<file path="src/rtl/ebr_burst_reader_if.sv">
// Bus bundle for ebr_burst_reader: burst command, EBR read port and output stream.
// Latency: none, wires only.
// Backpressure: stream side is DVALID/DREADY; command side has none (START is ignored while BUSY).
//
// Ports: START/BASE_AD/LEN command and BUSY/DONE status; AD/CE/OCE/WE/DI to the EBR port;
// DOUT/DVALID/DREADY/DLAST output stream. master = the reader, slave = its environment.
interface ebr_burst_reader_if #(
  parameter int DATA_WIDTH = 9,
  parameter int ADDR_WIDTH = 10
);
  // command / status
  logic                  START;
  logic [ADDR_WIDTH-1:0] BASE_AD;
  logic [ADDR_WIDTH:0]   LEN;
  logic                  BUSY;
  logic                  DONE;
  // EBR port
  logic [ADDR_WIDTH-1:0] AD;
  logic                  CE;
  logic                  OCE;
  logic                  WE;
  logic [DATA_WIDTH-1:0] DI;
  // output stream
  logic [DATA_WIDTH-1:0] DOUT;
  logic                  DVALID;
  logic                  DREADY;
  logic                  DLAST;

  modport master (
    input  START, BASE_AD, LEN, DI, DREADY,
    output BUSY, DONE, AD, CE, OCE, WE, DOUT, DVALID, DLAST
  );

  modport slave (
    output START, BASE_AD, LEN, DI, DREADY,
    input  BUSY, DONE, AD, CE, OCE, WE, DOUT, DVALID, DLAST
  );
endinterface

</file>
<file path="src/rtl/ebr_burst_reader.sv">
// Sequential read-burst master for a single-port EBR, streaming words out with a last marker.
// Latency: first CE one cycle after START; first DVALID READ_LAT+1 cycles after that CE.
// Backpressure: DREADY stalls the FIFO; issue is gated by a credit check so no read is lost.
//
// Ports: CLK/RST (synchronous, active-high) plus one ebr_burst_reader_if.master bundle.
// The small FIFO below is a generic helper used only by the reader.

// Generic synchronous FIFO: head is shown combinationally, one push and one pop per cycle.
// Latency: a word pushed at an edge is visible on rd_dat the following cycle.
// Backpressure: none on the write side; the writer must never push into a full FIFO.
module ebr_brd_fifo #(
  parameter int WIDTH = 10,
  parameter int DEPTH = 4
) (
  input  logic                       clk,
  input  logic                       rst,
  input  logic                       wr_vld,
  input  logic [WIDTH-1:0]           wr_dat,
  output logic                       rd_vld,
  input  logic                       rd_rdy,
  output logic [WIDTH-1:0]           rd_dat,
  output logic [$clog2(DEPTH+1)-1:0] count
);
  localparam int PTR_W = (DEPTH > 1) ? $clog2(DEPTH) : 1;
  localparam int CNT_W = $clog2(DEPTH + 1);

  logic [WIDTH-1:0] mem_q [DEPTH];
  logic [WIDTH-1:0] mem_d [DEPTH];
  logic [PTR_W-1:0] wr_ptr_q, wr_ptr_d;
  logic [PTR_W-1:0] rd_ptr_q, rd_ptr_d;
  logic [CNT_W-1:0] count_q, count_d;
  logic             pop;

  // Pointers wrap explicitly so DEPTH need not be a power of two.
  function automatic logic [PTR_W-1:0] ptr_inc(input logic [PTR_W-1:0] p);
    return (p == PTR_W'(DEPTH - 1)) ? '0 : p + PTR_W'(1);
  endfunction

  assign rd_vld = (count_q != '0);
  assign rd_dat = mem_q[rd_ptr_q];
  assign count  = count_q;
  assign pop    = rd_vld && rd_rdy;

  always_comb begin
    mem_d    = mem_q;
    wr_ptr_d = wr_ptr_q;
    rd_ptr_d = rd_ptr_q;
    count_d  = count_q;
    if (wr_vld) begin
      mem_d[wr_ptr_q] = wr_dat;
      wr_ptr_d        = ptr_inc(wr_ptr_q);
    end
    if (pop) begin
      rd_ptr_d = ptr_inc(rd_ptr_q);
    end
    case ({wr_vld, pop})
      2'b10:   count_d = count_q + CNT_W'(1);
      2'b01:   count_d = count_q - CNT_W'(1);
      default: count_d = count_q;
    endcase
  end

  // Storage is cleared too so the stream outputs read as zero straight after reset.
  always_ff @(posedge clk) begin
    if (rst) begin
      for (int i = 0; i < DEPTH; i++) begin
        mem_q[i] <= '0;
      end
      wr_ptr_q <= '0;
      rd_ptr_q <= '0;
      count_q  <= '0;
    end else begin
      mem_q    <= mem_d;
      wr_ptr_q <= wr_ptr_d;
      rd_ptr_q <= rd_ptr_d;
      count_q  <= count_d;
    end
  end
endmodule

module ebr_burst_reader #(
  parameter int    DATA_WIDTH = 9,
  parameter int    ADDR_WIDTH = 10,
  parameter string REGMODE    = "NOREG",
  parameter int    FIFO_DEPTH = 4
) (
  input  logic               CLK,
  input  logic               RST,
  ebr_burst_reader_if.master bus
);
  // FIFO_DEPTH must be at least READ_LAT+2 to sustain one word per cycle.
  localparam int READ_LAT = (REGMODE == "OUTREG") ? 2 : 1;
  localparam int CNT_W    = $clog2(FIFO_DEPTH + 1);
  localparam int SUM_W    = CNT_W + 1;
  localparam int LEN_W    = ADDR_WIDTH + 1;

  typedef enum logic [1:0] {S_IDLE, S_ISSUE, S_DRAIN} state_t;

  typedef struct packed {
    logic                  last;
    logic [DATA_WIDTH-1:0] dat;
  } word_t;

  state_t                state_q, state_d;
  logic [ADDR_WIDTH-1:0] addr_q, addr_d;
  logic [LEN_W-1:0]      rem_q, rem_d;
  logic [READ_LAT-1:0]   vld_sr_q, vld_sr_d;
  logic [READ_LAT-1:0]   last_sr_q, last_sr_d;
  logic                  done_q, done_d;

  logic [CNT_W-1:0]      fifo_count;
  logic                  fifo_vld;
  word_t                 fifo_head;
  word_t                 fifo_in;
  logic                  push;
  logic [SUM_W-1:0]      inflight;
  logic                  credit_ok;
  logic                  issue;
  logic                  start_go;
  logic                  start_zero;
  logic                  last_pop;
  logic                  drain_exit;

  assign start_go   = (state_q == S_IDLE) && bus.START && (bus.LEN != '0);
  assign start_zero = (state_q == S_IDLE) && bus.START && (bus.LEN == '0);

  // Reads still travelling through the RAM pipeline.
  always_comb begin
    inflight = '0;
    for (int i = 0; i < READ_LAT; i++) begin
      inflight = inflight + SUM_W'(vld_sr_q[i]);
    end
  end

  // Every issued read already owns a FIFO slot. A pop in this cycle is not credited
  // back until the next cycle, which keeps the check purely registered.
  assign credit_ok = (SUM_W'(fifo_count) + inflight) < SUM_W'(FIFO_DEPTH);
  assign issue     = (state_q == S_ISSUE) && credit_ok;

  // The oldest pipeline bit lines up with DI carrying that read's data.
  assign push    = vld_sr_q[READ_LAT-1];
  assign fifo_in = {last_sr_q[READ_LAT-1], bus.DI};

  assign last_pop   = fifo_vld && bus.DREADY && fifo_head.last;
  assign drain_exit = (state_q == S_DRAIN) && last_pop && (inflight == '0);

  ebr_brd_fifo #(
    .WIDTH ($bits(word_t)),
    .DEPTH (FIFO_DEPTH)
  ) u_fifo (
    .clk    (CLK),
    .rst    (RST),
    .wr_vld (push),
    .wr_dat (fifo_in),
    .rd_vld (fifo_vld),
    .rd_rdy (bus.DREADY),
    .rd_dat (fifo_head),
    .count  (fifo_count)
  );

  // FSM: state register
  always_ff @(posedge CLK) begin
    if (RST) begin
      state_q <= S_IDLE;
    end else begin
      state_q <= state_d;
    end
  end

  // FSM: next state
  always_comb begin
    state_d = state_q;
    case (state_q)
      S_IDLE:  if (start_go) state_d = S_ISSUE;
      S_ISSUE: if (issue && (rem_q == LEN_W'(1))) state_d = S_DRAIN;
      S_DRAIN: if (drain_exit) state_d = S_IDLE;
      default: state_d = S_IDLE;
    endcase
  end

  // FSM: outputs
  always_comb begin
    bus.BUSY   = (state_q != S_IDLE);
    bus.DONE   = done_q;
    bus.CE     = issue;
    bus.AD     = addr_q;
    bus.OCE    = 1'b1;
    bus.WE     = 1'b0;
    bus.DOUT   = fifo_head.dat;
    bus.DLAST  = fifo_head.last;
    bus.DVALID = fifo_vld;
  end

  // Address/remaining counters and the in-flight pipeline.
  always_comb begin
    addr_d = addr_q;
    rem_d  = rem_q;
    if (start_go) begin
      addr_d = bus.BASE_AD;
      rem_d  = bus.LEN;
    end else if (issue) begin
      addr_d = addr_q + ADDR_WIDTH'(1);  // wraps naturally at 2^ADDR_WIDTH
      rem_d  = rem_q - LEN_W'(1);
    end

    vld_sr_d     = '0;
    last_sr_d    = '0;
    vld_sr_d[0]  = issue;
    last_sr_d[0] = issue && (rem_q == LEN_W'(1));
    for (int i = 1; i < READ_LAT; i++) begin
      vld_sr_d[i]  = vld_sr_q[i-1];
      last_sr_d[i] = last_sr_q[i-1];
    end

    // A zero-length command completes at once without touching the RAM.
    done_d = start_zero || drain_exit;
  end

  always_ff @(posedge CLK) begin
    if (RST) begin
      addr_q    <= '0;
      rem_q     <= '0;
      vld_sr_q  <= '0;
      last_sr_q <= '0;
      done_q    <= 1'b0;
    end else begin
      addr_q    <= addr_d;
      rem_q     <= rem_d;
      vld_sr_q  <= vld_sr_d;
      last_sr_q <= last_sr_d;
      done_q    <= done_d;
    end
  end
endmodule

</file>
<file path="src/flat_wrapper.sv">
// flat-port wrapper written by rule: the top's interface ports become plain ports
module ebr_burst_reader_flat 
#(
  parameter int    DATA_WIDTH = 9,
  parameter int    ADDR_WIDTH = 10,
  parameter string REGMODE    = "     ",
  parameter int    FIFO_DEPTH = 4
)
  (CLK, RST, bus_START, bus_BASE_AD, bus_LEN, bus_DI, bus_DREADY, bus_BUSY, bus_DONE, bus_AD, bus_CE, bus_OCE, bus_WE, bus_DOUT, bus_DVALID, bus_DLAST);
  ebr_burst_reader_if #(.DATA_WIDTH(DATA_WIDTH), .ADDR_WIDTH(ADDR_WIDTH)) bus_i ();
  input  logic CLK;
  input  logic RST;
  input wire logic [$bits(bus_i.START)-1:0] bus_START;
  input wire logic [$bits(bus_i.BASE_AD)-1:0] bus_BASE_AD;
  input wire logic [$bits(bus_i.LEN)-1:0] bus_LEN;
  input wire logic [$bits(bus_i.DI)-1:0] bus_DI;
  input wire logic [$bits(bus_i.DREADY)-1:0] bus_DREADY;
  output wire logic [$bits(bus_i.BUSY)-1:0] bus_BUSY;
  output wire logic [$bits(bus_i.DONE)-1:0] bus_DONE;
  output wire logic [$bits(bus_i.AD)-1:0] bus_AD;
  output wire logic [$bits(bus_i.CE)-1:0] bus_CE;
  output wire logic [$bits(bus_i.OCE)-1:0] bus_OCE;
  output wire logic [$bits(bus_i.WE)-1:0] bus_WE;
  output wire logic [$bits(bus_i.DOUT)-1:0] bus_DOUT;
  output wire logic [$bits(bus_i.DVALID)-1:0] bus_DVALID;
  output wire logic [$bits(bus_i.DLAST)-1:0] bus_DLAST;
  assign bus_i.START = bus_START;
  assign bus_i.BASE_AD = bus_BASE_AD;
  assign bus_i.LEN = bus_LEN;
  assign bus_i.DI = bus_DI;
  assign bus_i.DREADY = bus_DREADY;
  assign bus_BUSY = bus_i.BUSY;
  assign bus_DONE = bus_i.DONE;
  assign bus_AD = bus_i.AD;
  assign bus_CE = bus_i.CE;
  assign bus_OCE = bus_i.OCE;
  assign bus_WE = bus_i.WE;
  assign bus_DOUT = bus_i.DOUT;
  assign bus_DVALID = bus_i.DVALID;
  assign bus_DLAST = bus_i.DLAST;
  ebr_burst_reader #(.DATA_WIDTH(DATA_WIDTH), .ADDR_WIDTH(ADDR_WIDTH), .REGMODE(REGMODE), .FIFO_DEPTH(FIFO_DEPTH)) u_core (.CLK(CLK), .RST(RST), .bus(bus_i));
endmodule
</file>
<file path="config.mk">
export PLATFORM = sky130hd
export DESIGN_NAME = ebr_burst_reader_flat
export DESIGN_NICKNAME = d
export VERILOG_FILES = /design/src/rtl/ebr_burst_reader_if.sv /design/src/rtl/ebr_burst_reader.sv /design/src/flat_wrapper.sv
export SDC_FILE = /design/constraint.sdc
export NUM_CORES = 1
export LEC_CHECK = 0
export BUFFER_PORTS_ARGS = -buffer_cell sky130_fd_sc_hd__clkbuf_2
export CAP_MARGIN = 0
export CORE_MARGIN = 2
export CORE_UTILIZATION = 45
export CTS_CLUSTER_SIZE = 8
export DETAILED_ROUTE_END_ITERATION = 8
export GPL_TIMING_DRIVEN = 1
export PLACE_DENSITY = 0.76
export SYNTH_ARGS = -nofsm -noshare
export SYNTH_HDL_FRONTEND = slang
export SYNTH_SLANG_ARGS = --single-unit
</file>
<file path="constraint.sdc">
create_clock -name CLK -period 2.3 [get_ports CLK]
set_input_delay 0 -clock CLK [delete_from_list [all_inputs] [get_ports CLK]]
set_output_delay 0 -clock CLK [all_outputs]
set_load 0.02 [all_outputs]
</file>
After elaboration in Yosys (flattened, before gate mapping)
Index checks and enable logic that the tools add are counted.
- $add $sub $neg: 7
- $lt $le $gt $ge: 4
- eq/ne operators: 10
- muxes and demuxes: 17
- bitwise gates (word level): 2
- reductions and logical operators: 20
- operator list (cell ; number):
    $mux W10 ; 5
    $bwmux W40 ; 1
    $mux W11 ; 2
    $bmux W10 S2 ; 1
    $demux W10 S2 ; 1
    $eq A11 B1 Y1 const B ; 1
    $logic_not A11 Y1 ; 1
    $reduce_bool A11 Y1 ; 1
    $sub A11 B1 Y11 const B ; 1
    $add A10 B1 Y10 const B ; 1
    $logic_and A1 B1 Y1 ; 10
    $mux W2 ; 5
    $eq A2 B2 Y1 const B ; 4
    $ge A3 B3 Y1 const B ; 2
    $ne A2 B1 Y1 const B ; 3
    $not A2 Y3 ; 2
    $pmux W2 S3 ; 1
    $pmux W3 S2 ; 1
    $reduce_bool A2 Y1 ; 3
    $add A2 B1 Y2 const B ; 2
    $add A3 B1 Y4 ; 1
    $eq A2 B1 Y1 const B ; 2
    $logic_not A4 Y1 ; 1
    $lt A4 B3 Y1 const B ; 1
    other kinds (7) ; 7
- flip-flop bits (word level): 73
- bits of input ports: 34

Logic depth before layout (Yosys ltp)
Gate-level depths: netlist of the first run.
- word-level depth: 9
- depth in mapped cells: 8

Hierarchy
A second synthesis of the first run with hierarchy kept.
- cells, all modules: 395
- area, all modules: 3462.1 um2
- modules (own cells, without submodules) (module ; instances ; cells each ; area each (um2) ; seq. area each (um2)):
    ebr_brd_fifo ; 1 ; 232 ; 2039.5 ; 940.9
    ebr_burst_reader ; 1 ; 163 ; 1422.6 ; 520.5

Worst setup path before layout of the first run
No wires, ideal clock.
- path type: reg2reg
- start point: reg u_core.u_fifo.count_q[0], in the netlist u_core.u_fifo.count[0]
- end point: reg u_core.u_fifo.count_q[2], in the netlist u_core.u_fifo.count[2]
- data arrival time: 1.840 ns
- required time: 2.230 ns
- setup slack: 0.389 ns
- stages on the path, launching flop included: 9
- buffers on the path: 0
- clock period less this slack: 1.911 ns
- cells stage by stage: dfxtp_1 o31ai_1 inv_1 ha_1 inv_1 fa_1 xor2_1 or3_1 a21oi_1
- word-level cells in the longest chain between the ends: 4
- ends and longest elaborated chain (item ; RTL line ; RTL):
    from (decl) ; ebr_burst_reader.sv:31 ; logic [CNT_W-1:0] count_q, count_d;
    from (signal assigned) ; ebr_burst_reader.sv:76 ; count_q <= count_d;
    branches (longest 4 deep; another with $sub A3 B1 Y3) ; -- ;
Parallel ways; which one is timed is not known.
A chain may end at the register's enable or synchronous reset.

Worst setup path after layout of the first run
- start point: in bus_LEN[1]
- end point: reg u_core.rem_q[0]
- word-level cells in the longest chain between the ends: 3
- ends and longest elaborated chain (item ; RTL line ; RTL):
    from (decl) ; flat_wrapper.sv:15 ; input wire logic [$bits(bus_i.LEN)-1:0] bus_LEN;
    $reduce_bool A11 Y1 * ; ebr_burst_reader.sv:124 ; assign start_go = (state_q == S_IDLE) && bus.START && (bus.LEN != '0);
    $logic_and A1 B1 Y1 * ; ebr_burst_reader.sv:124 ;
    $mux W11 or $reduce_bool A2 Y1 (tied branches) ; -- ;
    to (signal assigned) ; ebr_burst_reader.sv:228 ; rem_q <= rem_d;
    to (decl) ; ebr_burst_reader.sv:106 ; logic [LEN_W-1:0] rem_q, rem_d;
Every way passes the cells marked *; elsewhere a longest branch is shown, timed or not.

==> results of run 1 <==
==> stage by stage <==
step / cell area (um^2) / hold slack, ps
floorplan: 3400 / 136
global placement: 3770 / 251
detailed placement: 3770 / 261
CTS: 4300 / 90.4
global route: 4300 / 145
finish: 4300 / 103
==> placed cells by master (no fill, tap or decap), types with 4 or more instances in the layout <==
| master | n |
|---|---|
| dlygate4sd3_1 | 30 |
| clkbuf_8 | 9 |
| inv_1 | 10 |
| nor2_1 | 30 |
| ha_1 | 9 |
| a21oi_1 | 58 |
| nand3_1 | 6 |
| nand2_1 | 98 |
| nor4_1 | 4 |
| buf_4 | 5 |
| mux4_2 | 10 |
| nand4_1 | 5 |
| a31oi_1 | 6 |
| xor2_1 | 7 |
| nor3_1 | 7 |
| dfxtp_1 | 73 |
| clkbuf_2 | 57 |
| and2_1 | 5 |
| o21ai_0 | 4 |
| a211oi_1 | 6 |
==> per-layer routing <==
metal | up-vias | wire, um | share of wire (%) | track usage, %
met3 | 12 | 521 | 6.0 | 5.59
met2 | 131 | 4330 | 50 | 37.1
met1 | 1449 | 3680 | 43 | 25.5
met5 | - | 0 | 0 | 0
li1 | 1576 | - | - | -
met4 | 0 | 110 | 1.3 | 7.70
==> area by class of cell <==
type                       instances  area share, %
multi-input combinational        299           41.9
sequential                        73           34.0
timing repair buffer              93           15.0
clock buffer                       9           2.88
tap                               99           2.88
clock inverter                     7           2.39
inverter                          11          0.960
==> logic make-up (layout without fill, tap and decap cells) <==
logic type                 Yosys count  count (layout)  share of synthesized area (%)
AOI/OAI and AO/OA                   91              91                           16.2
xor gates and xnor gates             9               9                           2.32
adders and majority gates           10              10                           3.90
buffers and inverters               32             120                           3.97
DFF                                 73              73                           43.0
muxes                               12              12                           7.21
other                                2               2                          0.221
and+or+nand+nor                    175             175                           23.2
==> worst register-to-register path: stages (launching register included) <==
cell	delay, ps
dfxtp_1	400
o31ai_1	120
inv_1	70
ha_1	190
inv_1	90
fa_1	440
xor2_1	160
or3_1	310
a21oi_1	140
==> path summary, 6_finish.rpt <==
check	slack, ps	cells past startpoint	endpoint	start
min reg2reg	460	2	u_core.u_fifo.mem_q[7]	u_core.u_fifo.mem_q[7]
max reg2reg	310	8	u_core.u_fifo.count[2]	u_core.u_fifo.count[0]
max	300	6	u_core.rem_q[0]	bus_LEN[1]
min	100	5	u_core.state_q[0]	bus_START
==> power by group <==
group	internal (uW)	switching [uW]
sequential	1340	89.3
combinational	320	426
clock	624	521
total	2290	1040
==> flip-flops by register name, summed over array words and instances, names as in the netlist <==
signal and flops:
u_core.bus.DONE 1, u_core.push 1, u_core.rem_q 11, u_core.u_fifo.mem_q 40, u_core.last_sr_q 1, u_core.u_fifo.count 3
u_core.u_fifo.wr_ptr_q 2, u_core.state_q 2, u_core.bus.AD 10, u_core.u_fifo.rd_ptr_q 2
==> metrics.txt, run 1 <==
DRT iter0 DRCs=180; status=finished clean; Final Power=between 3000 and 4000 uW; cts-stage hold buffer count=30; htree depth=3; Syn Inst Count=around 400; Layout fillers=669; Leakage=around 0.0017 uW; Clock Latency Late Sink=~350 ps; largest area contributor in the netlist=dfxtp_1; slowest CP cell=nor4_1; vias in the first global route=3086; total core area=~7300 um^2; first-pass GRT wire length=between 10000 and 15000 um; pins over their slew limit=0; Max FO, Critical Path=22; Post-CTS Resized=0; post-synth top area share=43.0%; Antenna Nets Post-Route=0; relative slew slack=a little over half; fin crit period=between 2000 and 2500 ps; Chip Height=a little over 90 um; Synth warnings=0; Max Fclk=499 MHz; syn_nets=~450; Synth Cell Area=~3400 um^2; antenna violations before repair=0; most frequent cell after synthesis=nand2_1; final wirelength=approximately 8600 um; die outline area=between 8000 and 9000 um^2; synth cell count leaders=nand2_1, dfxtp_1, a21oi_1; Vias/cell=roughly 5.4; main flop type after synthesis=dfxtp_1; endpoints failing setup=0; # port buffers=57; TNS Setup=0 ps; RSZ-0062 raised after global routing=false; worst path bufs/invs=2; CP delay by family, top=compound AO/OA/AOI/OAI gates; largest net degree at the start of global routing=47; post-synth cell types=48; Yosys reg bits=73; Post-Syn Area per Cell=8.41 um^2; crit path cell chain=dlygate4sd3_1 > clkbuf_2 > nor4_1 > a31o_2 > nor2_1 > a2111oi_2; dpl hpwl=roughly 5600 um; layout cell share with drive strength beyond 1=between 20% and 30%; Final nets=around 530; MaxCap Viol Count=0; Starting Density=46.6%; critical path launch point type=input port; Pwr Density=just under 800 nW/um^2; register area=approximately 1500 um^2; Seq/Total Area, Yosys=between 40% and 50%; CTS Buf Count=9; Core Rows=31; vias=approximately 3200; CP Class=in -> reg; Post-synth EDFFs=0; Least-Margin Pin Slew=slightly below 700 ps; asr flop ratio synth=0%; fin crit share=approximately 87%; GRT Total Usage=roughly a fifth; slowest stage delay, CP=570 ps; setup bufs post-CTS=0; worst slack, placed=367 ps; crit path DAT=around 2300 ps; area added between synthesis and finish=26.5%; # placed instances=around 550; maximum VDD drop=0.000464 V; Layout Cells excl Fill=between 500 and 600; Max Buffers Root-to-Sink=2; 1st-pass router iterations=5; Final Skew=about 8 ps; DRC errors left=0; CTS tree=built; RePlAce Congestion=0.867; crit path capture type=flip-flop; final worst-path setup slack=slightly below 300 ps; clock root buffer=clkbuf_8; n_diodes=0; CP Data Required Time=~2600 ps; Synth area leaders=dfxtp_1, nand2_1, a21oi_1; class of the worst hold path=in -> reg; clock sink count=73; chip width=around 91 um; fin util=between 50% and 60%; final-report hold violation count=0; Boundary Pins=60; area of the multi-input gates=around 1800 um^2; routed wire length per instance=approximately 15 um; gr ovfl total=0; clk slew on worst S/H paths=80 ps
No activity file was read; power rests on OpenSTA's default activity.
==> run 2: changes to the inputs <==
--- a/config.mk
+++ b/config.mk
@@ -15,2 +15,3 @@
 export PLACE_DENSITY = 0.76
+export RECOVER_POWER = 50
 export SYNTH_ARGS = -nofsm -noshare
==> constraint.sdc (replaced) <==
create_clock -name CLK -period 2.3 [get_ports CLK]
set_input_delay 0.23 -clock CLK [delete_from_list [all_inputs] [get_ports CLK]]
set_output_delay 0.23 -clock CLK [all_outputs]
set_load 0.02 [all_outputs]
==> metrics.txt, run 2 (synthesis gave the netlist of run 1 again) <==
status=finished clean; Largest Register=u_core.u_fifo.mem_q; layout cell share with drive strength beyond 1=18.7%; # port buffers=57; RePlAce Congestion=between 0.8 and 0.9; clock sink count=between 70 and 80; gr ovfl total=0; fin util=between 50% and 60%; antenna violations before repair=0; MaxCap Viol Count=0; Max Buffers Root-to-Sink=2; hold path startpoint=bus_LEN[1]; die outline area=8270 um^2; Max FO, Critical Path=8; max reg flops=40; Post-CTS Resized=0; CTS tree=built; Clock Latency Late Sink=between 300 and 400 ps; Area after DPL=approximately 3800 um^2; Starting Density=46.6%; Core Rows=31; class of the worst hold path=in -> reg; RSZ-0062 raised after global routing=false; fin crit share=roughly 93%; endpoints failing setup=0; vias in the first global route=between 2000 and 3000; crit path DAT=1910 ps; Antenna Nets Post-Route=0; total core area=between 7000 and 8000 um^2; maximum VDD drop=0.000380 V; Pwr Density=a little under 800 nW/um^2; worst slack, placed=344 ps; 1st-pass router iterations=5; CP Class=reg -> out; final wirelength=~8000 um; RR Startpoint=u_core.u_fifo.count[0]; routed wire length per instance=about 14 um; Layout fillers=just over 700; relative slew slack=55.2%; critical path launch point type=flip-flop; most frequent cells in the layout=nand2_1, dfxtp_1, a21oi_1; DRC errors left=0; crit path launch=u_core.u_fifo.rd_ptr_q[0]; commonest non-fill, non-tap cell in the layout=nand2_1; fin crit period=about 2100 ps; Max Fclk=468 MHz; setup bufs post-CTS=0; Final Skew=6.96 ps; Layout Cells excl Fill=560; DRT iter0 DRCs=~110; final worst-path setup slack=roughly 160 ps; # placed instances=between 500 and 600; cts-stage hold buffer count=0; CTS Buf Count=9; clk slew on worst S/H paths=80 ps; chip width=~91 um; Least-Margin Pin Slew=approximately 670 ps; final-report hold violation count=0; clock root buffer=clkbuf_8; n_diodes=0; Leakage=around 0.0015 uW; Vias/cell=between 5 and 6; Chip Height=90.9 um; Boundary Pins=60; largest net degree at the start of global routing=around 60; final instance area=slightly below 4000 um^2; area added between synthesis and finish=16.2%; GRT Total Usage=20.5%; CP Data Required Time=slightly above 2000 ps; Final nets=500; crit path capture type=primary output; vias=3074; TNS Setup=0 ps; first-pass GRT wire length=between 10000 and 15000 um; htree depth=3; pins over their slew limit=0; dpl hpwl=about 5500 um
## run 2: cell types whose count changed in the layout (fill, tap and decap cells not counted)
cell,delta
clkbuf_2,-11
clkinv_4,+1
dlygate4sd3_1,-30
and2_0,+2
clkbuf_1,+12
buf_4,-2
inv_6,+1
inv_8,-1
bufinv_16,-1
and2_1,-2
## run 2: power by group
part / switching (uW) / internal, uW / total [uW]
logic: 382 / 276 / 658
registers: 110 / 1340 / 1450
clock network: 509 / 512 / 1020
## run 2: final cells by class
| class | count | area [um^2] | area share (%) |
|---|---|---|---|
| clock buffers | 9 | 124 | 3.14 |
| repair buffers | 62 | 318 | 8.05 |
| well taps | 99 | 124 | 3.14 |
| clock inverters | 7 | 78.8 | 2.00 |
| inverters | 11 | 41.3 | 1.05 |
| flip-flops and latches | 73 | 1460 | 37.0 |
| multi-input cells | 299 | 1800 | 45.6 |
## run 2: per-layer routing
metal | global-route usage [%] | vias to the layer above | share of wire (%)
met2 | 35.0 | 113 | 50
met4 | 6.44 | 0 | 1.8
met1 | 25.0 | 1428 | 42
met5 | 0 | - | 0
li1 | - | 1517 | -
met3 | 6.09 | 16 | 6.4
## run 2: worst max-delay path: stages (launching register included)
cell and delay (ps):
dfxtp_1 610, buf_4 270, mux4_2 510, clkbuf_2 170
## run 2: worst paths after layout
path / to / slack (ps) / cells past startpoint
setup / recovery: bus_DOUT[7] / 160 / 3
hold / removal: u_core.rem_q[1] / 120 / 3
setup reg to reg: u_core.u_fifo.count[2] / 360 / 8
hold reg to reg: u_core.u_fifo.mem_q[39] / 460 / 2
## run 2: through the flow
step	power (uW)	hold slack, ps
floorplan	1940	366
global placement	2130	438
detailed placement	2150	448
CTS	3170	109
global route	3310	110
finish	3130	119
